### config.mk
export PLATFORM = sky130hd
export DESIGN_NAME = vga_sync_decoder_flat
export DESIGN_NICKNAME = d
export VERILOG_FILES = /design/src/rtl/vga_sync_decoder_if.sv /design/src/rtl/vga_sync_decoder.sv /design/src/flat_wrapper.sv
export SDC_FILE = /design/constraint.sdc
export NUM_CORES = 1
export LEC_CHECK = 0
export CAP_MARGIN = 5
export CORE_ASPECT_RATIO = 1.5
export CORE_MARGIN = 3
export CORE_UTILIZATION = 55
export DETAILED_ROUTE_END_ITERATION = 7
export GPL_ROUTABILITY_DRIVEN = 1
export PLACE_DENSITY = 0.81
export SETUP_SLACK_MARGIN = 0.15
export SLEW_MARGIN = 20
export SYNTH_ARGS = -nofsm -noshare
export SYNTH_HDL_FRONTEND = slang
export SYNTH_SLANG_ARGS = --single-unit
### constraint.sdc
create_clock -name iClk_50 -period 5.3 [get_ports iClk_50]
set_clock_uncertainty 0.1 [all_clocks]
set_input_delay 1.06 -clock iClk_50 [delete_from_list [all_inputs] [get_ports iClk_50]]
set_output_delay 1.06 -clock iClk_50 [all_outputs]
set_load 0.03 [all_outputs]
### src/rtl/vga_sync_decoder_if.sv
// Bundle between a VGA sync/colour source and the sync decoder.
// The pixel stream is valid-only: oPix_Valid marks a one-cycle beat that the
// consumer must accept in that same cycle (there is no ready/backpressure),
// and oPix_Address/oPix_Data are meaningful only while oPix_Valid is high.
interface vga_sync_decoder_if;
    logic        iPixEn;
    logic        iVGA_HSync;
    logic        iVGA_VSync;
    logic [9:0]  iVGA_R;
    logic [9:0]  iVGA_G;
    logic [9:0]  iVGA_B;
    logic        oPix_Valid;
    logic [31:0] oPix_Address;
    logic [29:0] oPix_Data;
    logic        oFrame_Start;
    logic        oLocked;
    logic        oErr_Line;
    logic        oErr_Frame;
    logic [1:0]  dbg_state;

    // Video source side: drives syncs/colour, observes the decoded stream.
    modport master (
        output iPixEn, iVGA_HSync, iVGA_VSync, iVGA_R, iVGA_G, iVGA_B,
        input  oPix_Valid, oPix_Address, oPix_Data, oFrame_Start, oLocked,
        input  oErr_Line, oErr_Frame, dbg_state
    );

    // Decoder side.
    modport slave (
        input  iPixEn, iVGA_HSync, iVGA_VSync, iVGA_R, iVGA_G, iVGA_B,
        output oPix_Valid, oPix_Address, oPix_Data, oFrame_Start, oLocked,
        output oErr_Line, oErr_Frame, dbg_state
    );
endinterface

### src/rtl/vga_sync_decoder.sv
// VGA receive-side decoder: recovers x/y from active-low sync edges, checks
// line/frame lengths, runs a lock state machine and emits a registered
// pixel-write stream {y,x} / {B,G,R} once locked.
module vga_sync_decoder #(
    parameter int H_ACTIVE    = 640,
    parameter int H_BP        = 48,
    parameter int H_TOTAL     = 800,
    parameter int V_ACTIVE    = 480,
    parameter int V_BP        = 33,
    parameter int V_TOTAL     = 525,
    parameter int LOCK_FRAMES = 2
) (
    input  logic              iClk_50,
    input  logic              nRst,
    vga_sync_decoder_if.slave bus
);
    typedef enum logic [1:0] {
        UNLOCK = 2'd0,
        ACQ    = 2'd1,
        LOCK   = 2'd2
    } state_t;

    state_t      state_q, state_d;
    logic [7:0]  gcnt_q, gcnt_d;
    logic        err_seen_q, err_seen_d;   // error seen since last frame start
    logic        hs_q, hs_d, vs_q, vs_d;
    logic [15:0] h_q, h_d, v_q, v_d;
    logic        v_pend_q, v_pend_d;
    logic        h_seen_q, h_seen_d;       // a line start has been seen
    logic        v_seen_q, v_seen_d;       // a frame start has been seen
    logic        pix_valid_q, pix_valid_d;
    logic [31:0] pix_addr_q, pix_addr_d;
    logic [29:0] pix_data_q, pix_data_d;
    logic        frame_start_q, frame_start_d;
    logic        locked_q, locked_d;
    logic        err_line_q, err_line_d;
    logic        err_frame_q, err_frame_d;

    logic hs_rise, vs_rise, fs_ev, line_err, frame_err, any_err, act_x, act_y;

    // Next-state: edge detect, h/v counters, length checks, lock FSM, outputs.
    always_comb begin
        state_d       = state_q;
        gcnt_d        = gcnt_q;
        err_seen_d    = err_seen_q;
        hs_d          = hs_q;
        vs_d          = vs_q;
        h_d           = h_q;
        v_d           = v_q;
        v_pend_d      = v_pend_q;
        h_seen_d      = h_seen_q;
        v_seen_d      = v_seen_q;
        pix_valid_d   = 1'b0;
        pix_addr_d    = pix_addr_q;
        pix_data_d    = pix_data_q;
        frame_start_d = 1'b0;
        err_line_d    = 1'b0;
        err_frame_d   = 1'b0;
        hs_rise       = 1'b0;
        vs_rise       = 1'b0;
        fs_ev         = 1'b0;
        line_err      = 1'b0;
        frame_err     = 1'b0;
        any_err       = 1'b0;
        act_x         = 1'b0;
        act_y         = 1'b0;

        if (bus.iPixEn) begin
            hs_d    = bus.iVGA_HSync;
            vs_d    = bus.iVGA_VSync;
            hs_rise = !hs_q && bus.iVGA_HSync;
            vs_rise = !vs_q && bus.iVGA_VSync;
            // A pending VSync rise (or one on this very sample) makes this line 0.
            fs_ev   = hs_rise && (v_pend_q || vs_rise);

            // Compare in 17 bits so a saturated counter cannot alias.
            line_err  = hs_rise && h_seen_q &&
                        (({1'b0, h_q} + 17'd1) != 17'(H_TOTAL));
            frame_err = fs_ev && v_seen_q &&
                        (({1'b0, v_q} + 17'd1) != 17'(V_TOTAL));
            any_err   = line_err || frame_err;

            if (hs_rise) begin
                h_d      = 16'd0;
                h_seen_d = 1'b1;
            end else if (h_q != 16'hFFFF) begin
                h_d = h_q + 16'd1;
            end

            if (fs_ev) begin
                v_d      = 16'd0;
                v_pend_d = 1'b0;
                v_seen_d = 1'b1;
            end else if (hs_rise) begin
                if (v_q != 16'hFFFF) v_d = v_q + 16'd1;
            end else if (vs_rise) begin
                v_pend_d = 1'b1;
            end

            case (state_q)
                UNLOCK: begin
                    if (fs_ev) begin
                        state_d    = ACQ;
                        gcnt_d     = 8'd0;
                        err_seen_d = 1'b0;
                    end
                end
                ACQ: begin
                    if (fs_ev) begin
                        err_seen_d = 1'b0;
                        if (any_err || err_seen_q) begin
                            gcnt_d = 8'd0;
                        end else begin
                            gcnt_d = gcnt_q + 8'd1;
                            if ((gcnt_q + 8'd1) >= 8'(LOCK_FRAMES)) state_d = LOCK;
                        end
                    end else if (any_err) begin
                        gcnt_d     = 8'd0;
                        err_seen_d = 1'b1;
                    end
                end
                LOCK: begin
                    if (any_err) begin
                        state_d    = ACQ;
                        gcnt_d     = 8'd0;
                        // A mid-frame error spoils the frame in progress.
                        err_seen_d = !fs_ev;
                    end
                end
                default: state_d = UNLOCK;
            endcase

            err_line_d    = line_err && (state_q != UNLOCK);
            err_frame_d   = frame_err && (state_q != UNLOCK);
            frame_start_d = fs_ev && (state_d == LOCK);

            act_x = (h_d >= 16'(H_BP)) && (h_d < 16'(H_BP + H_ACTIVE));
            act_y = (v_d >= 16'(V_BP)) && (v_d < 16'(V_BP + V_ACTIVE));
            if (act_x && act_y && (state_d == LOCK)) begin
                pix_valid_d = 1'b1;
                pix_addr_d  = {v_d - 16'(V_BP), h_d - 16'(H_BP)};
                pix_data_d  = {bus.iVGA_B, bus.iVGA_G, bus.iVGA_R};
            end
        end
        locked_d = (state_d == LOCK);
    end

    // State and output registers.
    always_ff @(posedge iClk_50 or negedge nRst) begin
        if (!nRst) begin
            state_q       <= UNLOCK;
            gcnt_q        <= 8'd0;
            err_seen_q    <= 1'b0;
            hs_q          <= 1'b1;
            vs_q          <= 1'b1;
            h_q           <= 16'd0;
            v_q           <= 16'd0;
            v_pend_q      <= 1'b0;
            h_seen_q      <= 1'b0;
            v_seen_q      <= 1'b0;
            pix_valid_q   <= 1'b0;
            pix_addr_q    <= 32'd0;
            pix_data_q    <= 30'd0;
            frame_start_q <= 1'b0;
            locked_q      <= 1'b0;
            err_line_q    <= 1'b0;
            err_frame_q   <= 1'b0;
        end else begin
            state_q       <= state_d;
            gcnt_q        <= gcnt_d;
            err_seen_q    <= err_seen_d;
            hs_q          <= hs_d;
            vs_q          <= vs_d;
            h_q           <= h_d;
            v_q           <= v_d;
            v_pend_q      <= v_pend_d;
            h_seen_q      <= h_seen_d;
            v_seen_q      <= v_seen_d;
            pix_valid_q   <= pix_valid_d;
            pix_addr_q    <= pix_addr_d;
            pix_data_q    <= pix_data_d;
            frame_start_q <= frame_start_d;
            locked_q      <= locked_d;
            err_line_q    <= err_line_d;
            err_frame_q   <= err_frame_d;
        end
    end

    assign bus.oPix_Valid   = pix_valid_q;
    assign bus.oPix_Address = pix_addr_q;
    assign bus.oPix_Data    = pix_data_q;
    assign bus.oFrame_Start = frame_start_q;
    assign bus.oLocked      = locked_q;
    assign bus.oErr_Line    = err_line_q;
    assign bus.oErr_Frame   = err_frame_q;
    assign bus.dbg_state    = state_q;
endmodule

### src/flat_wrapper.sv
// flat-port wrapper written by rule: the top's interface ports become plain ports
module vga_sync_decoder_flat 
#(
    parameter int H_ACTIVE    = 640,
    parameter int H_BP        = 48,
    parameter int H_TOTAL     = 800,
    parameter int V_ACTIVE    = 480,
    parameter int V_BP        = 33,
    parameter int V_TOTAL     = 525,
    parameter int LOCK_FRAMES = 2
)
  (iClk_50, nRst, bus_iPixEn, bus_iVGA_HSync, bus_iVGA_VSync, bus_iVGA_R, bus_iVGA_G, bus_iVGA_B, bus_oPix_Valid, bus_oPix_Address, bus_oPix_Data, bus_oFrame_Start, bus_oLocked, bus_oErr_Line, bus_oErr_Frame, bus_dbg_state);
  vga_sync_decoder_if bus_i ();
  input  logic iClk_50;
  input  logic nRst;
  input wire logic [$bits(bus_i.iPixEn)-1:0] bus_iPixEn;
  input wire logic [$bits(bus_i.iVGA_HSync)-1:0] bus_iVGA_HSync;
  input wire logic [$bits(bus_i.iVGA_VSync)-1:0] bus_iVGA_VSync;
  input wire logic [$bits(bus_i.iVGA_R)-1:0] bus_iVGA_R;
  input wire logic [$bits(bus_i.iVGA_G)-1:0] bus_iVGA_G;
  input wire logic [$bits(bus_i.iVGA_B)-1:0] bus_iVGA_B;
  output wire logic [$bits(bus_i.oPix_Valid)-1:0] bus_oPix_Valid;
  output wire logic [$bits(bus_i.oPix_Address)-1:0] bus_oPix_Address;
  output wire logic [$bits(bus_i.oPix_Data)-1:0] bus_oPix_Data;
  output wire logic [$bits(bus_i.oFrame_Start)-1:0] bus_oFrame_Start;
  output wire logic [$bits(bus_i.oLocked)-1:0] bus_oLocked;
  output wire logic [$bits(bus_i.oErr_Line)-1:0] bus_oErr_Line;
  output wire logic [$bits(bus_i.oErr_Frame)-1:0] bus_oErr_Frame;
  output wire logic [$bits(bus_i.dbg_state)-1:0] bus_dbg_state;
  assign bus_i.iPixEn = bus_iPixEn;
  assign bus_i.iVGA_HSync = bus_iVGA_HSync;
  assign bus_i.iVGA_VSync = bus_iVGA_VSync;
  assign bus_i.iVGA_R = bus_iVGA_R;
  assign bus_i.iVGA_G = bus_iVGA_G;
  assign bus_i.iVGA_B = bus_iVGA_B;
  assign bus_oPix_Valid = bus_i.oPix_Valid;
  assign bus_oPix_Address = bus_i.oPix_Address;
  assign bus_oPix_Data = bus_i.oPix_Data;
  assign bus_oFrame_Start = bus_i.oFrame_Start;
  assign bus_oLocked = bus_i.oLocked;
  assign bus_oErr_Line = bus_i.oErr_Line;
  assign bus_oErr_Frame = bus_i.oErr_Frame;
  assign bus_dbg_state = bus_i.dbg_state;
  vga_sync_decoder #(.H_ACTIVE(H_ACTIVE), .H_BP(H_BP), .H_TOTAL(H_TOTAL), .V_ACTIVE(V_ACTIVE), .V_BP(V_BP), .V_TOTAL(V_TOTAL), .LOCK_FRAMES(LOCK_FRAMES)) u_core (.iClk_50(iClk_50), .nRst(nRst), .bus(bus_i));
endmodule
==> out/metrics.yaml, run 1 <==
timing:
  finalSetupViolations: 0
  slew_headroom_pct: 38.75
  fin_setup_tns_ns: 0
  rsz0062_at_grt: "no"
  tightest_slew_ns: 0.9188
  slew_violations: 0
  max_freq_mhz: 214.2
  fin_crit_ns: 4.668
  finalHoldViolCount: 0
  fin_crit_sh_pct: 88.08
placed_design:
  dpl.hpwl_um: 12070
  port_buffers: 103
  gp_congestion: 0.9504
  dpl_cell_area_um2: 7787
floorplanning:
  rows: 48
  pin_count: 104
  dieHeight_um: 141.3
  chipWidth_um: 96.18
  die_area_um2: 13590
  start_util_pct: 57.29
  core_area_um2: 11710
clocking:
  path_clk_slew_ns: 0.06
  cts_tree: "done"
  cts_made_buffers: 17
  cts_resized: 0
  ctsHoldBuffers: 0
  cts_setup_buffers: 0
  clk_latency_ns: 0.41
  cts_sinks: 115
  htree_levels: 4
  cts-root-buf: "clkbuf_16"
  clock_path_buffers: 2
outcome:
  status: "finished, final reports clean"
route:
  drtIter0Drc: 335
  drtPass1Iterations: 5
  via_count: 5737
  detail-route-antenna-nets: 0
  drc_errors: 0
  finalWirelength_um: 17270
  vias_per_cell: 6.175
  wire_per_inst_um: 18.59
synth:
  ys_warn_count: 0
  synth_flop_cell: "dfrtp_1"
  synth_cells: 673
  ys_seq_area_share_pct: 42.93
  ys_seq_elements: 115
  async_flop_share_pct: 100.0
  synth_edf_count: 0
  ys_types: 69
  synth.avg_cell_area_um2: 9.969
  synth_area_um2: 6709
  synth_nets: 721
power_and_ir_drop:
  power_frac_comb_pct: 19.5
  sw_frac_of_total_pct: 30.38
  powerDensity_nw_per_um2: 318.1
  p_int_uw: 1856
  p_sw_uw: 809.8
  clkPwrFrac_pct: 42.8
  irDropWorstVdd_mv: 0.2849
  power_frac_seq_pct: 37.7
  power.leakage_uw: 0.003763
flow_run:
  cap_violations: 0
worst_setup_path:
  crit_required_ns: 5.49
  arrival_ns: 4.86
  critPathLaunchType: "input port"
  path_class: "in2reg"
  end_kind: "flip-flop"
  cp_max_fo: 59
grt:
  grt_pass1_vias: 5665
  grt_util_all_layers_pct: 26.48
  grt_overflow: 0
  grt_first_pass_wirelength_um: 28210
  antenna_found_initial: 0
  grt_max_degree: 74
cells_and_area:
  finalNetCount: 814
  layout_common_cells: "113 x dfrtp_1, 102 x clkdlybuf4s50_1, 64 x nand2_1, 64 x mux2_2, 39 x o21ai_0"
  seq_area_um2: 2880
  finalInstanceArea_um2: 8381
  drive_above_1_share_pct: 17.97
  areaGrowthSynthToFinish_pct: 24.92
  fillers: 854
  final_common_cell: "dfrtp_1"
  n_antenna_cell: 0
  multi_input_area_um2: 3503
min_path:
  hp-class: "reg2reg"
power groups by stage:
stage | clock, µW | sequential, µW | combinational, µW
floorplan | 0 | 1000 | 364
global placement | 0 | 1010 | 502
detailed placement | 0 | 1020 | 515
CTS | 1160 | 1000 | 520
global route | 1200 | 1010 | 579
finish | 1140 | 1000 | 520
worst max-delay path, stage by stage:
cell	delay, ns
clkdlybuf4s50_1	0.49
nand2b_1	0.21
buf_4	0.24
nor2_1	0.30
xnor2_1	0.16
or2_2	0.14
ha_1	0.21
nand4_1	0.13
o41ai_1	0.47
nand3_1	0.13
or4_4	0.86
mux2_4	0.42
layer usage:
metal  global-route usage, %  wire length [µm]  vias to the layer above
met5                       0                 0                        -
met4                   11.99               497                        0
met3                   6.950              1392                       45
met2                   44.74              8659                      288
met1                   30.93              6724                     2770
li1                        -                 -                     2634
cell families (layout without fill, tap and decap cells):
kind of cell               Yosys count  count (layout)  synth area share (%)
and+or+nand+nor                    233             233                 18.89
AOI/OAI and AO/OA                  138             138                 13.48
DFF                                115             115                 42.93
muxes                               75              75                 12.68
buffers and inverters               63             169                 4.886
xor gates and xnor gates            36              36                 4.700
adders and majority gates           13              13                 2.425
state kept, by name (all words and copies together) (netlist names):
name and count:
u_core.bus.oErr_Line 1, u_core.h_q 16, u_core.bus.dbg_state 2, u_core.bus.oLocked 1, u_core.bus.oErr_Frame 1, u_core.bus.oPix_Data 30
u_core.bus.oFrame_Start 1, u_core.err_seen_q 1, u_core.v_pend_q 1, u_core.v_seen_q 1, u_core.gcnt_q 8, u_core.bus.oPix_Valid 1
u_core.bus.oPix_Address 32, u_core.hs_q 1, u_core.h_seen_q 1, u_core.v_q 16, u_core.vs_q 1
through the flow:
stage	hold WS [ns]	std cells	utilization [%]	setup slack [ns]	power [µW]
2_1_floorplan	0.3346	673	-	0.8890	1365
3_5_place_dp	0.3585	897	66.50	0.2894	1530
3_3_place_gp	0.3520	897	66.50	0.3974	1514
4_1_cts	0.3737	929	71.56	0.7086	2678
5_1_grt	0.3778	929	71.56	0.4328	2793
6_report	0.3772	929	71.56	0.6317	2666
layout make-up:
type | count | share of cell area [%]
Multi-Input combinational cell | 495 | 41.80
Sequential cell | 115 | 34.37
Timing Repair Buffer | 119 | 13.71
Clock buffer | 18 | 5.240
Tap cell | 150 | 2.239
Clock inverter | 14 | 1.836
Inverter | 18 | 0.8062
cells in the mapped netlist (3+ instances only):
library cell | count | area (µm²)
xnor2_1 | 23 | 201.4
or2_2 | 6 | 37.54
mux2_2 | 64 | 720.7
a22o_1 | 7 | 61.31
nor4b_1 | 3 | 26.28
mux2i_1 | 7 | 70.07
a21o_1 | 5 | 37.54
or3_1 | 6 | 37.54
o2bb2ai_1 | 3 | 26.28
inv_1 | 18 | 67.56
nor3b_1 | 5 | 37.54
or4_1 | 4 | 30.03
o21ai_0 | 39 | 195.2
a31o_2 | 3 | 26.28
o211ai_1 | 6 | 45.04
o41ai_1 | 4 | 35.03
nand3_1 | 22 | 110.1
nand2b_1 | 9 | 56.30
nor2b_1 | 6 | 37.54
clkbuf_1 | 19 | 71.32
buf_6 | 9 | 101.4
nand4_1 | 9 | 56.30
mux2_4 | 4 | 60.06
nor3_1 | 21 | 105.1
nand2_1 | 64 | 240.2
xor2_1 | 13 | 113.9
and3_1 | 7 | 43.79
dfrtp_1 | 113 | 2828
nor2_1 | 35 | 131.4
o31ai_1 | 3 | 22.52
a211oi_1 | 5 | 37.54
o2111ai_1 | 3 | 26.28
and2_1 | 10 | 62.56
or4_4 | 3 | 33.78
nor4_1 | 6 | 37.54
buf_2 | 13 | 65.06
and4_1 | 8 | 70.07
a21oi_1 | 31 | 155.2
a31oi_1 | 8 | 50.05
ha_1 | 13 | 162.7
worst paths after layout:
path / startpoint / to / slack [ns] / cells after the start
min in group asynchronous: nRst / u_core.bus.oPix_Data[23] / 0.67 / 1
setup / recovery: bus_iVGA_HSync / u_core.bus.oPix_Data[12] / 0.63 / 12
hold reg to reg: u_core.h_seen_q / u_core.h_seen_q / 0.38 / 1
max in group asynchronous: nRst / u_core.v_q[9] / 3.33 / 2
setup reg to reg: u_core.v_q[0] / u_core.bus.oPix_Data[12] / 0.65 / 12
hold / removal: u_core.h_seen_q / u_core.h_seen_q / 0.38 / 1
Power figures use the tool's default switching activity.
==> run 2: changes to the inputs <==
--- a/config.mk
+++ b/config.mk
@@ -9,6 +9,7 @@
 export CORE_ASPECT_RATIO = 1.5
 export CORE_MARGIN = 3
 export CORE_UTILIZATION = 55
+export CTS_CLUSTER_SIZE = 14
 export DETAILED_ROUTE_END_ITERATION = 7
 export GPL_ROUTABILITY_DRIVEN = 1
 export PLACE_DENSITY = 0.81
==> results of run 2 <==
The final DEF is identical to that of run 1; final timing and power are the same.
